## src/rtl/b_code_pkg.sv

```systemverilog
// IRIG-B shared definitions: symbol codes, frame layout, pulse widths and BCD helpers.
// Shared between the B-code encoder and the loopback decoder.
package b_code_pkg;

  localparam int unsigned FRAME_SYMS = 100;
  localparam int unsigned SYM_MS     = 10;
  localparam int unsigned SYM_W      = 7;
  localparam int unsigned MS_W       = 4;
  localparam int unsigned SBS_W      = 17;
  localparam int unsigned CTRL_W     = 18;
  localparam int unsigned BIN_W      = 10;

  localparam logic [7:0] BCODE_IDLE = 8'h00;
  localparam logic [7:0] BCODE_P    = 8'h70;
  localparam logic [7:0] BCODE_0    = 8'h30;
  localparam logic [7:0] BCODE_1    = 8'h31;

  localparam logic [MS_W-1:0] PW_ZERO_MS = 4'd2;
  localparam logic [MS_W-1:0] PW_ONE_MS  = 4'd5;
  localparam logic [MS_W-1:0] PW_P_MS    = 4'd8;

  localparam int unsigned POS_SEC_U   = 1;
  localparam int unsigned POS_SEC_T   = 6;
  localparam int unsigned POS_MIN_U   = 10;
  localparam int unsigned POS_MIN_T   = 15;
  localparam int unsigned POS_HR_U    = 20;
  localparam int unsigned POS_HR_T    = 25;
  localparam int unsigned POS_DAY_U   = 30;
  localparam int unsigned POS_DAY_T   = 35;
  localparam int unsigned POS_DAY_H   = 40;
  localparam int unsigned POS_YR_U    = 50;
  localparam int unsigned POS_YR_T    = 55;
  localparam int unsigned POS_CTRL_LO = 60;
  localparam int unsigned POS_CTRL_HI = 70;
  localparam int unsigned POS_SBS_LO  = 80;
  localparam int unsigned POS_SBS_HI  = 90;

  localparam int unsigned NUM_P = 11;
  localparam int unsigned P_POS [NUM_P] = '{0, 9, 19, 29, 39, 49, 59, 69, 79, 89, 99};

  typedef struct packed {
    logic [3:0] yr_t;
    logic [3:0] yr_u;
    logic [1:0] day_h;
    logic [3:0] day_t;
    logic [3:0] day_u;
    logic [1:0] hr_t;
    logic [3:0] hr_u;
    logic [2:0] min_t;
    logic [3:0] min_u;
    logic [2:0] sec_t;
    logic [3:0] sec_u;
  } time_snap_t;

  function automatic logic [FRAME_SYMS-1:0] p_marker_mask();
    logic [FRAME_SYMS-1:0] m;
    m = '0;
    for (int unsigned i = 0; i < NUM_P; i++) m[SYM_W'(P_POS[i])] = 1'b1;
    return m;
  endfunction

  localparam logic [FRAME_SYMS-1:0] P_MASK = p_marker_mask();

  // Three BCD digits to binary using x100 = 64+32+4 and x10 = 8+2.
  function automatic logic [BIN_W-1:0] bcd3_to_bin(input logic [3:0] h, input logic [3:0] t,
                                                   input logic [3:0] u);
    return BIN_W'({h, 6'b0}) + BIN_W'({h, 5'b0}) + BIN_W'({h, 2'b0})
         + BIN_W'({t, 3'b0}) + BIN_W'({t, 1'b0}) + BIN_W'(u);
  endfunction

  function automatic logic snap_range_err(input time_snap_t s);
    logic [BIN_W-1:0] hours;
    logic [BIN_W-1:0] day;
    hours = bcd3_to_bin(4'd0, {2'b0, s.hr_t}, s.hr_u);
    day   = bcd3_to_bin({2'b0, s.day_h}, s.day_t, s.day_u);
    return (s.sec_u > 4'd9) || (s.min_u > 4'd9) || (s.hr_u > 4'd9) ||
           (s.day_u > 4'd9) || (s.day_t > 4'd9) || (s.yr_u > 4'd9) || (s.yr_t > 4'd9) ||
           (s.sec_t > 3'd5) || (s.min_t > 3'd5) ||
           (hours > BIN_W'(23)) || (day > BIN_W'(366)) || (day == '0);
  endfunction

  function automatic logic [MS_W-1:0] pulse_ms(input logic [7:0] code);
    case (code)
      BCODE_P: return PW_P_MS;
      BCODE_1: return PW_ONE_MS;
      BCODE_0: return PW_ZERO_MS;
      default: return '0;
    endcase
  endfunction

endpackage

```

## src/rtl/b_code_sbs_calc.sv

```systemverilog
// Straight-binary seconds-of-day from a BCD h/m/s snapshot, shift-add only.
// Stage 1 converts BCD to binary, stage 2 forms the weighted sum; done_o pulses with it.
module b_code_sbs_calc
  import b_code_pkg::*;
(
  input  logic             clk_i,
  input  logic             rst_i,
  input  logic             start_i,
  input  logic [1:0]       hr_t_i,
  input  logic [3:0]       hr_u_i,
  input  logic [2:0]       min_t_i,
  input  logic [3:0]       min_u_i,
  input  logic [2:0]       sec_t_i,
  input  logic [3:0]       sec_u_i,
  output logic [SBS_W-1:0] sbs_o,
  output logic             done_o
);

  localparam int unsigned HR_W  = 6;
  localparam int unsigned MIN_W = 7;

  logic [HR_W-1:0]  hr_d, hr_q;
  logic [MIN_W-1:0] min_d, min_q;
  logic [MIN_W-1:0] sec_d, sec_q;
  logic             v1_q;
  logic [SBS_W-1:0] sbs_d, sbs_q;
  logic             done_q;

  always_comb begin
    hr_d  = HR_W'({hr_t_i, 3'b0}) + HR_W'({hr_t_i, 1'b0}) + HR_W'(hr_u_i);
    min_d = MIN_W'({min_t_i, 3'b0}) + MIN_W'({min_t_i, 1'b0}) + MIN_W'(min_u_i);
    sec_d = MIN_W'({sec_t_i, 3'b0}) + MIN_W'({sec_t_i, 1'b0}) + MIN_W'(sec_u_i);
    // x3600 = 2048+1024+512+16, x60 = 32+16+8+4; wraps modulo 2^17 for bad input
    sbs_d = SBS_W'({hr_q, 11'b0}) + SBS_W'({hr_q, 10'b0}) + SBS_W'({hr_q, 9'b0})
          + SBS_W'({hr_q, 4'b0})
          + SBS_W'({min_q, 5'b0}) + SBS_W'({min_q, 4'b0}) + SBS_W'({min_q, 3'b0})
          + SBS_W'({min_q, 2'b0})
          + SBS_W'(sec_q);
  end

  always_ff @(posedge clk_i or posedge rst_i) begin
    if (rst_i) begin
      hr_q   <= '0;
      min_q  <= '0;
      sec_q  <= '0;
      v1_q   <= 1'b0;
      sbs_q  <= '0;
      done_q <= 1'b0;
    end else begin
      v1_q   <= start_i;
      done_q <= v1_q;
      if (start_i) begin
        hr_q  <= hr_d;
        min_q <= min_d;
        sec_q <= sec_d;
      end
      if (v1_q) sbs_q <= sbs_d;
    end
  end

  assign sbs_o  = sbs_q;
  assign done_o = done_q;

endmodule

```

## src/rtl/b_code_encode.sv

```systemverilog
// IRIG-B frame generator: 100 x 10 ms symbols per second from a latched BCD time snapshot.
// Drives the per-symbol code stream for the decoder and the pulse-width DC level line.
module b_code_encode
  import b_code_pkg::*;
#(
  parameter logic [31:0]       CNT_1MS_MAX = 32'd124_999,
  parameter logic [CTRL_W-1:0] CTRL_BITS   = 18'd0
) (
  input  logic             pll_c0,
  input  logic             rst,
  input  logic             en,
  input  logic [3:0]       miao_gewei,
  input  logic [2:0]       miao_shiwei,
  input  logic [3:0]       fen_gewei,
  input  logic [2:0]       fen_shiwei,
  input  logic [3:0]       shi_gewei,
  input  logic [1:0]       shi_shiwei,
  input  logic [3:0]       day_gewei,
  input  logic [3:0]       day_shiwei,
  input  logic [1:0]       day_baiwei,
  input  logic [3:0]       year_gewei,
  input  logic [3:0]       year_shiwei,
  output logic [7:0]       b_code_type,
  output logic             b_code_dc,
  output logic [SYM_W-1:0] sym_idx,
  output logic             frame_start,
  output logic             bcd_err
);

  typedef enum logic {IDLE, RUN} state_t;

  state_t                state_q, state_d;
  logic [31:0]           cnt_1ms_q, cnt_1ms_d;
  logic [MS_W-1:0]       cnt_ms_q, cnt_ms_d;
  logic [SYM_W-1:0]      sym_q, sym_d;
  logic                  new_frame;
  time_snap_t            snap_in, snap_q;
  logic [SBS_W-1:0]      sbs_calc, sbs_q;
  logic                  sbs_done;
  logic [FRAME_SYMS-1:0] frame_bits;
  logic [7:0]            type_d, type_q;
  logic                  dc_d, dc_q;
  logic                  fs_q, err_q;

  always_comb begin
    snap_in       = '0;
    snap_in.sec_u = miao_gewei;
    snap_in.sec_t = miao_shiwei;
    snap_in.min_u = fen_gewei;
    snap_in.min_t = fen_shiwei;
    snap_in.hr_u  = shi_gewei;
    snap_in.hr_t  = shi_shiwei;
    snap_in.day_u = day_gewei;
    snap_in.day_t = day_shiwei;
    snap_in.day_h = day_baiwei;
    snap_in.yr_u  = year_gewei;
    snap_in.yr_t  = year_shiwei;
  end

  // Timing chain and frame sequencing; a new frame only begins from IDLE or at the end of symbol 99.
  always_comb begin
    state_d   = state_q;
    cnt_1ms_d = cnt_1ms_q;
    cnt_ms_d  = cnt_ms_q;
    sym_d     = sym_q;
    new_frame = 1'b0;
    if (state_q == IDLE) begin
      if (en) begin
        state_d   = RUN;
        new_frame = 1'b1;
      end
    end else if (cnt_1ms_q != CNT_1MS_MAX) begin
      cnt_1ms_d = cnt_1ms_q + 32'd1;
    end else begin
      cnt_1ms_d = '0;
      if (cnt_ms_q != MS_W'(SYM_MS - 1)) begin
        cnt_ms_d = cnt_ms_q + MS_W'(1);
      end else begin
        cnt_ms_d = '0;
        if (sym_q != SYM_W'(FRAME_SYMS - 1)) begin
          sym_d = sym_q + SYM_W'(1);
        end else begin
          sym_d = '0;
          if (en) new_frame = 1'b1;
          else    state_d   = IDLE;
        end
      end
    end
  end

  always_comb begin
    frame_bits                          = '0;
    frame_bits[POS_SEC_U +: 4]          = snap_q.sec_u;
    frame_bits[POS_SEC_T +: 3]          = snap_q.sec_t;
    frame_bits[POS_MIN_U +: 4]          = snap_q.min_u;
    frame_bits[POS_MIN_T +: 3]          = snap_q.min_t;
    frame_bits[POS_HR_U +: 4]           = snap_q.hr_u;
    frame_bits[POS_HR_T +: 2]           = snap_q.hr_t;
    frame_bits[POS_DAY_U +: 4]          = snap_q.day_u;
    frame_bits[POS_DAY_T +: 4]          = snap_q.day_t;
    frame_bits[POS_DAY_H +: 2]          = snap_q.day_h;
    frame_bits[POS_YR_U +: 4]           = snap_q.yr_u;
    frame_bits[POS_YR_T +: 4]           = snap_q.yr_t;
    frame_bits[POS_CTRL_LO +: 9]        = CTRL_BITS[8:0];
    frame_bits[POS_CTRL_HI +: 9]        = CTRL_BITS[17:9];
    frame_bits[POS_SBS_LO +: 9]         = sbs_q[8:0];
    frame_bits[POS_SBS_HI +: 8]         = sbs_q[16:9];
  end

  // Outputs are computed from the next counter values so code, level and index move together.
  always_comb begin
    type_d = BCODE_IDLE;
    dc_d   = 1'b0;
    if (state_d == RUN) begin
      if (P_MASK[sym_d])          type_d = BCODE_P;
      else if (frame_bits[sym_d]) type_d = BCODE_1;
      else                        type_d = BCODE_0;
      dc_d = (cnt_ms_d < pulse_ms(type_d));
    end
  end

  always_ff @(posedge pll_c0 or posedge rst) begin
    if (rst) begin
      state_q   <= IDLE;
      cnt_1ms_q <= '0;
      cnt_ms_q  <= '0;
      sym_q     <= '0;
      snap_q    <= '0;
      sbs_q     <= '0;
      type_q    <= BCODE_IDLE;
      dc_q      <= 1'b0;
      fs_q      <= 1'b0;
      err_q     <= 1'b0;
    end else begin
      state_q   <= state_d;
      cnt_1ms_q <= cnt_1ms_d;
      cnt_ms_q  <= cnt_ms_d;
      sym_q     <= sym_d;
      type_q    <= type_d;
      dc_q      <= dc_d;
      fs_q      <= new_frame;
      err_q     <= new_frame && snap_range_err(snap_in);
      if (new_frame) snap_q <= snap_in;
      if (sbs_done)  sbs_q  <= sbs_calc;
    end
  end

  // SBS is recomputed right after each snapshot, long before symbol 80.
  b_code_sbs_calc u_sbs (
    .clk_i   (pll_c0),
    .rst_i   (rst),
    .start_i (fs_q),
    .hr_t_i  (snap_q.hr_t),
    .hr_u_i  (snap_q.hr_u),
    .min_t_i (snap_q.min_t),
    .min_u_i (snap_q.min_u),
    .sec_t_i (snap_q.sec_t),
    .sec_u_i (snap_q.sec_u),
    .sbs_o   (sbs_calc),
    .done_o  (sbs_done)
  );

  assign b_code_type = type_q;
  assign b_code_dc   = dc_q;
  assign sym_idx     = sym_q;
  assign frame_start = fs_q;
  assign bcd_err     = err_q;

endmodule

```

## config.mk

```make
export PLATFORM = sky130hd
export DESIGN_NAME = b_code_encode
export DESIGN_NICKNAME = d
export VERILOG_FILES = /design/src/rtl/b_code_pkg.sv /design/src/rtl/b_code_sbs_calc.sv /design/src/rtl/b_code_encode.sv
export SDC_FILE = /design/constraint.sdc
export NUM_CORES = 1
export LEC_CHECK = 0
export CORE_MARGIN = 5
export CORE_UTILIZATION = 45
export CTS_BUF_LIST = sky130_fd_sc_hd__clkbuf_4
export DETAILED_ROUTE_END_ITERATION = 16
export PLACE_DENSITY = 0.69
export SYNTH_ARGS = -nofsm -noshare
export SYNTH_HDL_FRONTEND = slang
export SYNTH_SLANG_ARGS = --single-unit
```

## constraint.sdc

```tcl
create_clock -name pll_c0 -period 5.3 [get_ports pll_c0]
set_clock_uncertainty 0.15 [all_clocks]
set_input_delay 0.53 -clock pll_c0 [delete_from_list [all_inputs] [get_ports pll_c0]]
set_output_delay 0.53 -clock pll_c0 [all_outputs]
set_load 0.05 [all_outputs]
```

# Word level (Yosys, flattened, before mapping)

Memories as Yosys holds them, arrays and structs flattened.
Index checks and enable logic that the tools add are counted.

Bits of input ports: 41
Memories: 1
Logic and storage cells: 110
Memory bits (read-only): 128
Register bits after elaboration: 149
Output and inout bits: 18

Add/subtract/negate cells: 24
Muxes and demuxes: 27
Reduce and logical (&&, ||, !) cells: 13
Order comparisons: 13
Eq/ne operators: 6

Memories:

| name             | depth | width | read ports | clocked after Yosys merged registers in | wr ports | line                 | source |
|---|---|---|---|---|---|---|---|
| (name not given) | 128   | 1     | 1          | 0                                       | 0        | b_code_encode.sv:115 | `if (P_MASK[sym_d]) type_d = BCODE_P;` |

Operators with widths:

| cell                  | number |
|---|---|
| $mux 7                | 5 |
| $add 17x10->17        | 2 |
| $add 32x1->32 const B | 1 |
| $mux 32               | 1 |
| $ne 32x17->1 const B  | 1 |
| $gt 4x4->1 const B    | 7 |
| $add 6x4->7           | 3 |
| $add 17x11->17        | 1 |
| $add 17x12->17        | 1 |
| $add 17x15->17        | 1 |
| $add 17x16->17        | 1 |
| $add 17x7->17         | 1 |
| $add 17x9->17         | 1 |
| $eq 8x6->1 const B    | 2 |
| $mux 4                | 4 |
| $mux 8                | 2 |
| $add 7x4->7           | 2 |
| $mux 1                | 13 |
| $add 5x3->6           | 2 |
| $pmux 4 s3            | 1 |
| $logic_or 1x1->1      | 11 |
| $add 10x4->10         | 1 |
| $add 10x5->10         | 1 |
| $add 10x7->10         | 1 |
| 16 further kinds      | 17 |

# Logic depth before layout (Yosys ltp)

Gate-level depths: netlist of the first run.

Depth after elaboration: 15
Depth in mapped cells: 19

# Hierarchy

From an unflattened synthesis of the first run, not the netlist that was laid out.

Cells, all modules: 962
Area, all modules: 9,455.3 µm²

Modules (own cells, without submodules):

| module          | sequential area each (µm²) | times used | area an instance (µm²) | cells an instance |
|---|---|---|---|---|
| b_code_encode   | 2,602.5                    | 1          | 6,140.9                | 652 |
| b_code_sbs_calc | 975.9                      | 1          | 3,314.4                | 310 |

# Worst setup path before layout of the first run

No wires, ideal clock.

Path type: reg-to-reg
Start point: register u_sbs.min_q[2]
End point: register u_sbs.sbs_q[15] (netlist: u_sbs.sbs_o[15])
Buffers on the path: 0
Period minus slack after synthesis: 4,467 ps
Arrival: 4,191 ps
Setup slack: 833 ps
Data required time: 5,024 ps
Cell stages (with the launch flop): 19
Path through: dfrtp_1 inv_1 fa_1 inv_1 fa_1 fa_1 ha_1 inv_1 fa_1 nor2b_1 o21ai_0 a21oi_1 o21ai_0 a21oi_1 o21ai_0 a21boi_0 o21ai_0 mux2_2 a221o_1

Cells in the longest elaborated chain, start to end: 5

RTL lines:

| element                | line                  | source |
|---|---|---|
| from (decl)            | b_code_sbs_calc.sv:23 | `logic [MIN_W-1:0] min_d, min_q;` |
| from (signal assigned) | b_code_sbs_calc.sv:54 | `min_q <= min_d;` |
| $add 17x12->17         | b_code_sbs_calc.sv:36 | `+ SBS_W'({min_q, 5'b0}) + SBS_W'({min_q, 4'b0}) + SBS_W'({min_q, 3'b0})` |
| $add 17x11->17         | b_code_sbs_calc.sv:36 |  |
| $add 17x10->17         | b_code_sbs_calc.sv:36 |  |
| $add 17x9->17 (*)      | b_code_sbs_calc.sv:37 | `+ SBS_W'({min_q, 2'b0})` |
| $add 17x7->17 (*)      | b_code_sbs_calc.sv:38 | `+ SBS_W'(sec_q);` |
| to (signal assigned)   | b_code_sbs_calc.sv:57 | `if (v1_q) sbs_q <= sbs_d;` |
| to (decl)              | b_code_sbs_calc.sv:26 | `logic [SBS_W-1:0] sbs_d, sbs_q;` |

Mark *: on every way between the ends. The rest lies on a longest branch, timed or not.
A chain may end at the register's enable or synchronous reset.

# Worst setup path in the final report of the first run

Same ends and word-level chain as after synthesis.

==> flow_summary_export.csv, run 1 <==
group,metric,value,unit
grt,grt-ovfl-total,0,
flow_run,timing.max_cap.violations,0,
clock_tree,h-tree-depth,4,
logic_synthesis,synthFlopType,"dfrtp_1",
worst_setup_path,slowest_stage,"fa_1",
sta,final.min_clock_period,4770,ps
floorplanning,initial_utilization,45.3,%
worst_setup_path,worstSetupPathType,"reg -> reg",
route,dr.pass1.iters,5,
floorplanning,die_w,152,µm
route,route.detailed.drc,0,
placement,dp_hpwl,14300,µm
floorplanning,num_io_pins,59,
clock_tree,clock_latency,560,ps
worst_setup_path,worst_path_largest_cell_delay,560,ps
floorplanning,dieArea,23100,µm²
clock_tree,cts_tree,"yes",
sta,slew_violations,0,
worst_setup_path,cp-end-kind,"flip-flop",
clock_tree,clkSinkCount,143,
worst_setup_path,r2r_end,"u_sbs.sbs_o[15]",
grt,grt_pass1_wl,32800,µm
clock_tree,clock_path_buffers,2,
worst_hold_path,worst_hold_path_type,"reg -> reg",
layout,num-nets-final,1074,
clock_tree,hold_buffers,0,
worst_setup_path,crit_path_start_kind,"flip-flop",
placement,gp_congestion,0.840,
sta,rsz0062_at_grt,"no",
layout,syn2layout_area_growth,11.3,%
route,drtAntennaViolNets,0,
route,route.vias.total,6482,
worst_setup_path,arrival,5060,ps
route,wl_per_cell,15.7,µm
placement,place_ws,540,ps
logic_synthesis,synth-edff-count,0,
power,power_frac_seq,59.2,%
logic_synthesis,synth_area,9070,µm²
worst_setup_path,rrSetupSlack,530,ps
floorplanning,die_y,152,µm
route,vias_per_cell,5.34,
power,switching_power,492,µW
sta,fin_crit_sh,90.0,%
power,vdd_drop_max,0.113,mV
layout,layout_common_cells,"nand2_1, dfrtp_1, ha_1",
route,initialDrtViolationCount,314,
logic_synthesis,async_flop_share,100,%
status,status,"completed",
logic_synthesis,yosysWarnings,0,
power,power_leakage,4.93,nW
worst_setup_path,crit_end,"u_sbs.sbs_o[15]",
placement,placed_cells,1181,
sta,setup_viol,0,
grt,antenna_found_initial,1,
power,powerDensity,183,nW/µm²
sta,holdWs,338,ps
power,p_int,1.35,mW
clock_tree,cts_resized,0,
worst_setup_path,ff2ff_path_depth,18,
logic_synthesis,synthCells,878,
logic_synthesis,syn_area_per_cell,10.3,µm²
clock_tree,cts_root_buf,"clkbuf_4",
logic_synthesis,synth-seq-area-share,39.5,%
worst_setup_path,crit_fanout,4,
sta,setup_ws,529,ps
worst_setup_path,rr_startpoint,"u_sbs.min_q[2]",
worst_setup_path,crit_required,5590,ps
grt,grt_max_degree,94,
grt,grt_pass1_vias,6461,
layout,finalNonFillerCells,1214,
floorplanning,num_rows,52,
power,swShare,26.7,%
layout,drive_gt1_share,10.7,%
route,totalWireLength,19000,µm
sta,tightestPinTransition,974,ps
sta,max_clock_freq,0.210,GHz
logic_synthesis,synth_cell_types,77,
power,pwr-share-comb,8.0,%
sta,hold_violations,0,
floorplanning,core,20000,µm²
clock_tree,postCtsSetupRepairBufs,0,
power,clockPowerShare,32.8,%
sta,fin_tns_setup,0,ps
logic_synthesis,synth_seq_cells,143,
clock_tree,clkTransAtPathRegs,140,ps
worst_setup_path,path_cells,"inv_1 > fa_1 > inv_1 > fa_1 > fa_1 > ha_1 > inv_1 > fa_1 > nor2b_1 > o21ai_0 > a21oi_1 > o21ai_0 > a21oi_1 > o21ai_0 > a21boi_0 > o21ai_0 > mux2_2 > a221o_1",
clock_tree,cts_inserted_buffers,17,
sta,slew_headroom,34.7,%
grt,grt_usage,17.0,%
placement,portBuffers,54,
worst_setup_path,cp-startpoint,"u_sbs.min_q[2]",
how the worst min path moves through the flow:
stage / startpoint / to / slack (ps) / cells past startpoint
6_report: frame_bits[36] / frame_bits[36] / 340 / 2
5_1_grt: fen_shiwei[0] / frame_bits[15] / 320 / 3
4_1_cts: year_gewei[2] / frame_bits[52] / 310 / 3
3_5_place_dp: frame_bits[36] / frame_bits[36] / 310 / 2
3_3_place_gp: frame_bits[36] / frame_bits[36] / 310 / 2
2_1_floorplan: u_sbs.v1_q / u_sbs.done_o / 200 / 0
logic make-up (layout without fill, tap and decap cells):
logic type               after synthesis  after routing  synth area share, %
AND/OR/NAND/NOR                      303            303                 17.0
flip-flops                           143            143                 39.5
AO/OA/AOI/OAI                        139            139                 10.2
adder cells (fa/ha/maj)              103            103                 17.6
buffers and inverters                 84            146                 4.03
multiplexers                          53             53                 6.41
XOR/XNOR                              52             52                 5.23
other                                  1              5               0.0413
registers in the layout, indices dropped and copies added, names as in the netlist:
| name | count |
|---|---|
| cnt_1ms_q | 32 |
| b_code_type | 3 |
| u_sbs.sbs_o | 17 |
| cnt_ms_q | 4 |
| u_sbs.v1_q | 1 |
| u_sbs.sec_q | 7 |
| sbs_q | 17 |
| u_sbs.done_o | 1 |
| u_sbs.hr_q | 6 |
| frame_start | 1 |
| u_sbs.min_q | 7 |
| b_code_dc | 1 |
| bcd_err | 1 |
| frame_bits | 38 |
| sym_idx | 7 |
power by group through the flow:
stage / clock network, mW / logic, mW / registers, mW
after global placement: 0 / 0.148 / 1.11
after floorplan: 0 / 0.0922 / 1.11
final: 0.604 / 0.148 / 1.09
after detailed placement: 0 / 0.150 / 1.11
after global routing: 0.668 / 0.170 / 1.09
after CTS: 0.624 / 0.151 / 1.09
critical path: cells and delay by family, from the launching register on:
family / cells / cell delay (ps)
compound gates: 8 / 1340
fa+ha+maj: 5 / 2140
buf+inv: 3 / 210
flops: 1 / 450
mux: 1 / 280
simple gates: 1 / 120
through the flow:
stage	utilization, %	power [mW]	cell area [µm²]
2_1_floorplan	-	1.20	9080
3_3_place_gp	49.2	1.26	9850
3_5_place_dp	49.2	1.26	9850
4_1_cts	50.4	1.87	10100
5_1_grt	50.4	1.93	10100
6_report	50.4	1.84	10100
per-layer routing:
layer  routed length (µm)  vias to the layer above  track usage, %
met4                  291                        0            5.05
met2                 9010                      133            27.3
met5                    0                        -               0
li1                     -                     3142               -
met1                 9040                     3183            23.9
met3                  695                       24            2.67
layout make-up:
cell class                 instances  area, µm²
sequential                       143       3580
timing repair buffer              62        601
antenna                            1       2.50
fill                            1879       9950
inverter                          52        200
clock buffer                      19        143
multi-input combinational        654       5140
tap                              270        338
clock inverter                    13       93.8
synthesized netlist by cell type (all sizes together), types with 12 or more instances:
| cell type | instances | area share (%) |
|---|---|---|
| xor2 | 12 | 1.2 |
| nand2 | 144 | 6.0 |
| nand3 | 24 | 1.5 |
| nand4 | 16 | 1.3 |
| inv | 49 | 2.0 |
| xnor2 | 40 | 4.1 |
| mux2 | 41 | 5.1 |
| nor2 | 42 | 1.8 |
| o21ai | 43 | 2.4 |
| a21o | 12 | 0.99 |
| ha | 62 | 8.6 |
| and3 | 12 | 0.88 |
| fa | 41 | 9.0 |
| buf | 17 | 1.3 |
| nor3 | 16 | 0.88 |
| mux2i | 12 | 1.3 |
| clkbuf | 15 | 0.62 |
| dfrtp | 143 | 39 |
| a21oi | 29 | 1.6 |
Note: power is estimated with default switching activity, not from simulation.
==> run 2, diff against run 1 <==
--- a/config.mk
+++ b/config.mk
@@ -6,10 +6,10 @@
 export NUM_CORES = 1
 export LEC_CHECK = 0
 export CORE_MARGIN = 5
-export CORE_UTILIZATION = 45
+export CORE_UTILIZATION = 62
 export CTS_BUF_LIST = sky130_fd_sc_hd__clkbuf_4
 export DETAILED_ROUTE_END_ITERATION = 16
-export PLACE_DENSITY = 0.69
+export PLACE_DENSITY = 0.89
 export SYNTH_ARGS = -nofsm -noshare
 export SYNTH_HDL_FRONTEND = slang
 export SYNTH_SLANG_ARGS = --single-unit
==> run 2 against run 1 <==
Clock power increased by 30%; via count increased by 3.6%; flip-flop and latch count unchanged; design area decreased by 0.32%; register-to-register slack got worse by 170 ps; die area decreased by 26%; total power increased by 9.7%; routed wire length increased by 0.48%; first-iteration DRC count increased by 81%; critical path type unchanged; largest power group unchanged.
==> flow_summary_export.csv, run 2 (synthesis gave the netlist of run 1 again) <==
group,metric,value,unit
status,status,"completed",
route,route.detailed.drc,0,
grt,grt_usage,23.9,%
route,vias_per_cell,5.97,
clock_tree,clock_path_buffers,2,
sta,final.min_clock_period,4940,ps
worst_setup_path,r2r_end,"u_sbs.sbs_o[15]",
grt,antenna_found_initial,1,
placement,portBuffers,54,
floorplanning,num_io_pins,59,
route,route.vias.total,6717,
worst_setup_path,worstSetupPathType,"reg -> reg",
floorplanning,dieArea,17100,µm²
power,p_int,1.53,mW
worst_setup_path,rr_startpoint,"u_sbs.min_q[2]",
worst_setup_path,worst_path_largest_cell_delay,580,ps
sta,tightestPinTransition,963,ps
power,pwr-share-comb,7.1,%
placement,gp_congestion,0.865,
layout,nFillCells,1041,
clock_tree,postCtsSetupRepairBufs,0,
sta,slew_violations,0,
power,power_frac_seq,54.0,%
power,clockPowerShare,38.9,%
floorplanning,initial_utilization,62.9,%
worst_setup_path,arrival,5240,ps
grt,grt_max_degree,110,
worst_hold_path,hold_end,"frame_bits[15]",
clock_tree,clock_latency,560,ps
layout,largest_reg_flops,38,
power,swShare,24.1,%
grt,grt_pass1_wl,32300,µm
clock_tree,cts_resized,0,
worst_setup_path,rrSetupSlack,360,ps
power,power_leakage,4.97,nW
route,wl_per_cell,17.0,µm
route,dr.pass1.iters,5,
worst_hold_path,min_from,"fen_shiwei[0]",
sta,fin_crit_sh,93.3,%
clock_tree,cts_root_buf,"clkbuf_4",
floorplanning,die_w,131,µm
worst_setup_path,crit_path_start_kind,"flip-flop",
worst_setup_path,slowest_stage,"fa_1",
sta,holdWs,326,ps
worst_setup_path,ff2ff_path_depth,18,
clock_tree,cts_tree,"yes",
worst_setup_path,crit_fanout,4,
clock_tree,clkSinkCount,143,
power,vdd_drop_max,0.168,mV
sta,rsz0062_at_grt,"no",
layout,syn2layout_area_growth,10.9,%
layout,drive_gt1_share,10.6,%
flow_run,timing.max_cap.violations,0,
route,drtAntennaViolNets,0,
layout,multi_input_area,5140,µm²
grt,grt-ovfl-total,0,
floorplanning,num_rows,44,
layout,num-nets-final,1072,
worst_hold_path,worst_hold_path_type,"in -> reg",
clock_tree,cts_inserted_buffers,17,
sta,setup_viol,0,
floorplanning,die_y,131,µm
route,totalWireLength,19100,µm
clock_tree,h-tree-depth,4,
worst_setup_path,crit_required,5600,ps
clock_tree,clkTransAtPathRegs,130,ps
worst_hold_path,min_path_cells,3,
sta,slew_headroom,35.4,%
layout,regArea,3580,µm²
worst_setup_path,cp-end-kind,"flip-flop",
sta,max_clock_freq,0.202,GHz
placement,dp_hpwl,13900,µm
power,switching_power,486,µW
grt,grt_pass1_vias,6728,
floorplanning,core,14400,µm²
worst_setup_path,path_cells,"inv_1 > fa_1 > inv_1 > fa_1 > fa_1 > ha_1 > inv_1 > fa_1 > nor2b_1 > o21ai_0 > a21oi_1 > o21ai_0 > a21oi_1 > o21ai_0 > a21boi_0 > o21ai_0 > mux2_2 > a221o_1",
clock_tree,hold_buffers,0,
sta,hold_violations,0,
layout,layout_common_cells,"nand2_1, dfrtp_1, ha_1",
power,powerDensity,201,nW/µm²
sta,fin_tns_setup,0,ps
route,initialDrtViolationCount,568,
[run 2: how the worst max path moves through the flow]
stage                        start              end  slack, ps
floorplan                      rst        b_code_dc        780
global placement    u_sbs.min_q[2]  u_sbs.sbs_o[15]        670
detailed placement   u_sbs.hr_q[1]  u_sbs.sbs_o[15]        430
CTS                 u_sbs.min_q[2]  u_sbs.sbs_o[15]        400
global route        u_sbs.min_q[2]  u_sbs.sbs_o[15]         70
finish              u_sbs.min_q[2]  u_sbs.sbs_o[15]        360
[run 2: final cells by class]
type / count / area share [%]
tap: 184 / 2.29
sequential: 143 / 35.6
clock inverter: 14 / 1.90
clock buffer: 18 / 1.34
timing repair buffer: 60 / 5.82
antenna: 1 / 0.0249
multi-input combinational: 654 / 51.1
inverter: 52 / 1.99
[run 2: critical path: cells and delay by family, from the launching register on]
family | cells | cell delay (ps)
flops | 1 | 470
fa+ha+maj | 5 | 2210
buf+inv | 3 | 240
compound gates | 8 | 1370
mux | 1 | 280
simple gates | 1 | 120
[run 2: metal layers]
metal	share of wire [%]	track usage, %
met1	44	32.3
met2	47	38.2
met3	6.2	5.61
met4	1.9	7.74
met5	0	0
[run 2: through the flow]
stage	instances	worst slack, ps	utilization [%]	cell area (µm²)	power [mW]
final	1126	356	69.8	10100	2.02
after CTS	1125	400	69.7	10100	2.03
after global placement	1093	674	67.5	9730	1.25
after floorplan	881	782	-	9080	1.20
after global routing	1126	71.8	69.8	10100	2.10
after detailed placement	1093	431	67.5	9730	1.26
[run 2: power groups by stage]
| stage | registers [mW] | clock network, mW | logic (mW) |
|---|---|---|---|
| 2_1_floorplan | 1.11 | 0 | 0.0922 |
| 3_3_place_gp | 1.11 | 0 | 0.143 |
| 3_5_place_dp | 1.11 | 0 | 0.145 |
| 4_1_cts | 1.09 | 0.798 | 0.146 |
| 5_1_grt | 1.09 | 0.847 | 0.165 |
| 6_report | 1.09 | 0.787 | 0.144 |
==> run 3, diff against run 2 <==
--- a/config.mk
+++ b/config.mk
@@ -5,6 +5,7 @@
 export SDC_FILE = /design/constraint.sdc
 export NUM_CORES = 1
 export LEC_CHECK = 0
+export ABC_CLOCK_PERIOD_IN_PS = 5300
 export CORE_MARGIN = 5
 export CORE_UTILIZATION = 62
 export CTS_BUF_LIST = sky130_fd_sc_hd__clkbuf_4
==> results of run 3 <==
No change in the layout: final DEF, timing and power equal those of run 2.
==> RTL edit 1: new RTL, config.mk and constraints of run 1 <==
Put one more register stage on the output `b_code_type`, without a reset. The value now appears one clock later. The other outputs are not delayed to match.
--- a/src/rtl/b_code_encode.sv
+++ b/src/rtl/b_code_encode.sv
@@ -161,5 +161,7 @@
   );
 
-  assign b_code_type = type_q;
+  always_ff @(posedge pll_c0) begin
+    b_code_type <= type_q;
+  end
   assign b_code_dc   = dc_q;
   assign sym_idx     = sym_q;
Formal check against the unedited RTL: not equivalent (Yosys sat finds a counterexample within 4 cycles, from zero or initial values and one cycle with rst high).
==> RTL edit 1 against run 1 <==
- area after synthesis down 0.99%
- cell area down 0.21%
- sequential cell count up 3
- setup slack worse by 0.042 ns
- count of clock-buffer cells in the layout up 2
- worst hold slack worse by 0.13 ns
- first-iteration DRC count down 18%
- non-clock buffer count up 2
- power up 6.3%
- clock power up 16%
- wire length up 0.36%
- critical path depth down 5
- via count down 3.5%
- largest cell class unchanged
==> RTL edit 1: results (changes against run 1) <==
outcome:
  outcome: "finished, final reports clean"  # unchanged
worst_hold_path:
  hold_class: "reg2reg"  # unchanged
cts:
  clk_pin_slew_ns: 0.12  # was 0.14 ns
  post_cts_buffers: 0  # unchanged
  numCtsBuffers: 17  # unchanged
  h-tree-depth: 4  # unchanged
  clockRootBuffer: "clkbuf_4"  # unchanged
  cts_resized: 0  # unchanged
  clockBufferDepth: 2  # unchanged
  insertion_delay_ns: 0.56  # about the same
logic_synthesis:
  synth_cell_types: 70  # was 77
  synthTopCellsByCount: "dfrtp_1 (143), nand2_1 (77), mux2_2 (63)"  # was dfrtp_1 (143), nand2_1 (143), ha_1 (62)
  ys_seq_area_frac: 0.4052  # was 0.3945
  synthTopCellsByArea: "dfrtp_1 (40%), fa_1 (9.1%), ha_1 (8.6%), mux2_2 (7.9%), xnor2_1 (4.0%)"  # was dfrtp_1 (39%), fa_1 (9.0%), ha_1 (8.6%), nand2_1 (5.9%), mux2_2 (5.0%)
  ys_warn_count: 0  # unchanged
  synth-async-reset-ratio: 0.9795  # was 1.000
final_layout:
  drive_above_1_share: 0.1279  # was 0.1071
  finalNetCount: 1038  # was 1,074
  fillers: 1769  # was 1,879
  largest_reg_flops: 38  # unchanged
sta:
  relSlewSlack: 0.3406  # was 0.3468
  hold_viol: 0  # unchanged
placed_design:
  place.gp.congestion: 0.8291  # was 0.8400
  numPortBuffers: 54  # unchanged
  dp_hpwl_um: 14650  # was 14,340 um
  pre_cts_ws_ns: 0.5780  # was 0.5399 ns
  placed_area_mm2: 0.009796  # was 0.009854 mm^2
power_and_ir_drop:
  p_leak_nw: 4.857  # was 4.927 nW
  ir_worst_vdd_mv: 0.1219  # was 0.1125 mV
critical_path:
  worst_path_largest_cell_delay_ns: 0.58  # was 0.56 ns
  cpMaxStageDelayCell: "or4b_4"  # was fa_1
  crit_arrival_ns: 5.12  # was 5.06 ns
  critPathTopFamily: "simple AND/OR/NAND/NOR gates"  # was adder cells
  worstPathMaxFanout: 10  # was 4
detailed_routing:
  post_drt_wl_per_cell_um: 16.29  # was 15.68 um
  firstDrtPassIters: 5  # unchanged
  drt_iter0_markers: 258  # was 314
  vias: 6258  # was 6,482
global_route:
  track_usage: 0.1792  # was 0.1696
  grt_first_pass_wirelength_um: 32300  # was 32,760 um
  antenna_found_initial: 1  # unchanged
  grt_pass1_vias: 6465  # was 6,461
  grt_start_max_net_pins: 109  # was 94
==> RTL edit 1: changes by cell type in the layout (fill, tap and decap cells not counted), sizes merged, moves of 4 or more <==
cell   before  now
and3       12    8
inv        50   55
mux2       41   63
mux2i      12   17
nand2     144   77
nand3      24   15
nor3       16   25
o21ai      43   50
or2         1    5
==> RTL edit 1: report_power, final <==
group | switching, mW | internal, mW | leakage, nW | total (mW)
logic | 0.0814 | 0.0651 | 2.72 | 0.147
registers | 0 | 1.11 | 1.98 | 1.11
clock network | 0.401 | 0.298 | 0.151 | 0.699
==> RTL edit 1: area by class of cell <==
type / count / area, um^2 / share of cell area
timing repair buffer: 64 / 615.6 / 0.06112
antenna: 1 / 2.502 / 0.0002484
clock inverter: 11 / 116.4 / 0.01155
inverter: 56 / 215.2 / 0.02137
sequential: 146 / 3638 / 0.3612
multi-input combinational: 609 / 4995 / 0.4959
tap: 265 / 331.6 / 0.03292
clock buffer: 21 / 157.7 / 0.01565
==> RTL edit 1: cells by family (layout without fill, tap and decap cells) <==
logic type / Yosys count / count (layout) / synth area share
DFF: 146 / 146 / 0.4052
xor gates and xnor gates: 52 / 52 / 0.05072
muxes: 80 / 80 / 0.09795
and+or+nand+nor: 232 / 232 / 0.1308
other: 1 / 5 / 0.0004176
buffers and inverters: 84 / 152 / 0.03985
AOI/OAI and AO/OA: 138 / 138 / 0.09726
adders and majority gates: 103 / 103 / 0.1778
==> RTL edit 1: per-layer routing <==
| metal | up-vias | part of all wire | global-route usage |
|---|---|---|---|
| met1 | 3090 | 0.46 | 0.2427 |
| met2 | 97 | 0.49 | 0.2967 |
| met4 | 0 | 0.0092 | 0.04442 |
| met3 | 10 | 0.035 | 0.03561 |
| met5 | - | 0 | 0 |
| li1 | 3061 | - | - |
==> RTL edit 1: through the flow <==
stage                     cells    util  hold WS (ns)  power [mW]
after floorplan             839       -        0.1742       1.227
after global placement     1140  0.5017        0.1784       1.282
after detailed placement   1140  0.5017        0.1769       1.284
after CTS                  1172  0.5157        0.2072       1.990
after global routing       1173  0.5158        0.2194       2.057
final                      1173  0.5158        0.2057       1.959
==> RTL edit 1: worst paths after layout <==
| check | slack (ns) | startpoint | to | cells past startpoint |
|---|---|---|---|---|
| max in group asynchronous | 3.56 | rst | u_sbs.min_q[0] | 3 |
| hold / removal | 0.21 | type_q[6] | b_code_type[6] | 0 |
| hold reg to reg | 0.21 | type_q[6] | b_code_type[6] | 0 |
| min in group asynchronous | 0.42 | rst | u_sbs.done_o | 2 |
| setup / recovery | 0.49 | cnt_1ms_q[10] | b_code_dc | 13 |
| setup reg to reg | 0.49 | cnt_1ms_q[10] | b_code_dc | 13 |
==> RTL edit 2: new RTL, settings of run 1 <==
Made on the original files. Set the package constant `MS_W` to 5 (it was 4).
--- a/src/rtl/b_code_pkg.sv
+++ b/src/rtl/b_code_pkg.sv
@@ -6,5 +6,5 @@
   localparam int unsigned SYM_MS     = 10;
   localparam int unsigned SYM_W      = 7;
-  localparam int unsigned MS_W       = 4;
+  localparam int unsigned MS_W       = 5;
   localparam int unsigned SBS_W      = 17;
   localparam int unsigned CTRL_W     = 18;
Function: no difference found for any inputs over 10 cycles, from zero or initial values and one cycle with rst high; that may be too few to reach the edited logic, so the function may still have changed.
==> RTL edit 2 against run 1 <==
- via count increased by 2.5%
- area after synthesis is 0.41% lower
- maximum frequency down 5.2%
- wire length increased by 3.8%
- sequential cell count is 1 higher
- cell area grew 1.4%
- setup slack got worse by 0.26 ns
- largest cell class unchanged
Power is not compared: it rests on default switching activity, and its combinational part moved more than twofold at a synthesized area within 25%.
==> RTL edit 2: results (changes against run 1) <==
detailed_routing:
  viasPerCell: 5.359  # was 5.339
  drt_iter0_markers: 486  # was 314
  post_drt_wl_per_cell_um: 15.93  # was 15.68 um
  route.met3.wl_um: 972  # was 695 um
  drt-met1-wl_um: 9196  # was 9036 um
critical_path:
  crit_start: "cnt_1ms_q[5]"  # was u_sbs.min_q[2]
  critPathTopFamily: "simple AND/OR/NAND/NOR gates"  # was adder cells
  worstPathMaxFanout: 7  # was 4
  cpMaxStageDelayCell: "or4_4"  # was fa_1
  worst_path_largest_cell_delay_ns: 0.61  # was 0.56 ns
  crit_arrival_ns: 5.38  # was 5.06 ns
worst_hold_path:
  hold_start: "cnt_1ms_q[31]"  # was frame_bits[36]
outcome:
  outcome: "finished, final reports clean"  # unchanged
final_layout:
  final-clk-cell-share: 0.02579  # was 0.02343
  buffers: 79  # was 62
  fin_util: 0.5225  # was 0.5037
  sh_seq_area: 0.3521  # was 0.3545
  fillers: 1773  # was 1,879
  multi_input_area_share: 0.4969  # was 0.5090
  drive_above_1_share: 0.1170  # was 0.1071
  finalNetCount: 1107  # was 1,074
  layout.cells.non_filler: 1240  # was 1,214
  diodes: 1  # unchanged
  inv_count: 57  # was 52
  multi_input_cells: 662  # was 654
logic_synthesis:
  synth_cell_types: 67  # was 77
  ys_seq_area_frac: 0.3989  # was 0.3945
  synthTopCellsByCount: "nand2_1 (159), dfrtp_1 (144), ha_1 (64)"  # was dfrtp_1 (143), nand2_1 (143), ha_1 (62)
  postSynthAreaPerCell_um2: 10.09  # was 10.33 um^2
floorplanning:
  die_area_mm2: 0.02301  # was 0.02309 mm^2
global_route:
  grt_start_max_net_pins: 87  # was 94
  use_met2: 0.2860  # was 0.2727
  grt_first_pass_wirelength_um: 33710  # was 32,760 um
  grtUsageMet1: 0.2630  # was 0.2387
  track_usage: 0.1834  # was 0.1696
placed_design:
  placed_area_mm2: 0.009946  # was 0.009854 mm^2
  place.gp.congestion: 0.9253  # was 0.8400
cts:
  clock-sinks: 144  # was 143
## RTL edit 2: kinds of logic after synthesis
logic type / share of synthesized area
xor gates and xnor gates: 0.04848
AOI/OAI and AO/OA: 0.09614
muxes: 0.07633
adders and majority gates: 0.1795
DFF: 0.3989
and+or+nand+nor: 0.1585
buffers and inverters: 0.04170
other: 0.0004152
## RTL edit 2: path summary, 6_finish.rpt
| kind | endpoint | slack (ns) | cells after the start |
|---|---|---|---|
| setup / recovery | b_code_dc | 0.27 | 16 |
| hold / removal | cnt_1ms_q[31] | 0.33 | 1 |
| setup reg to reg | b_code_dc | 0.27 | 16 |
| hold reg to reg | cnt_1ms_q[31] | 0.33 | 1 |
| max in group asynchronous | cnt_1ms_q[29] | 3.66 | 3 |
| min in group asynchronous | sbs_q[11] | 0.35 | 2 |
## RTL edit 2: power breakdown
group          internal [mW]  total [mW]  switching, mW
sequential              1.26        1.42          0.157
clock                  0.281       0.678          0.397
combinational          0.637        1.33          0.688
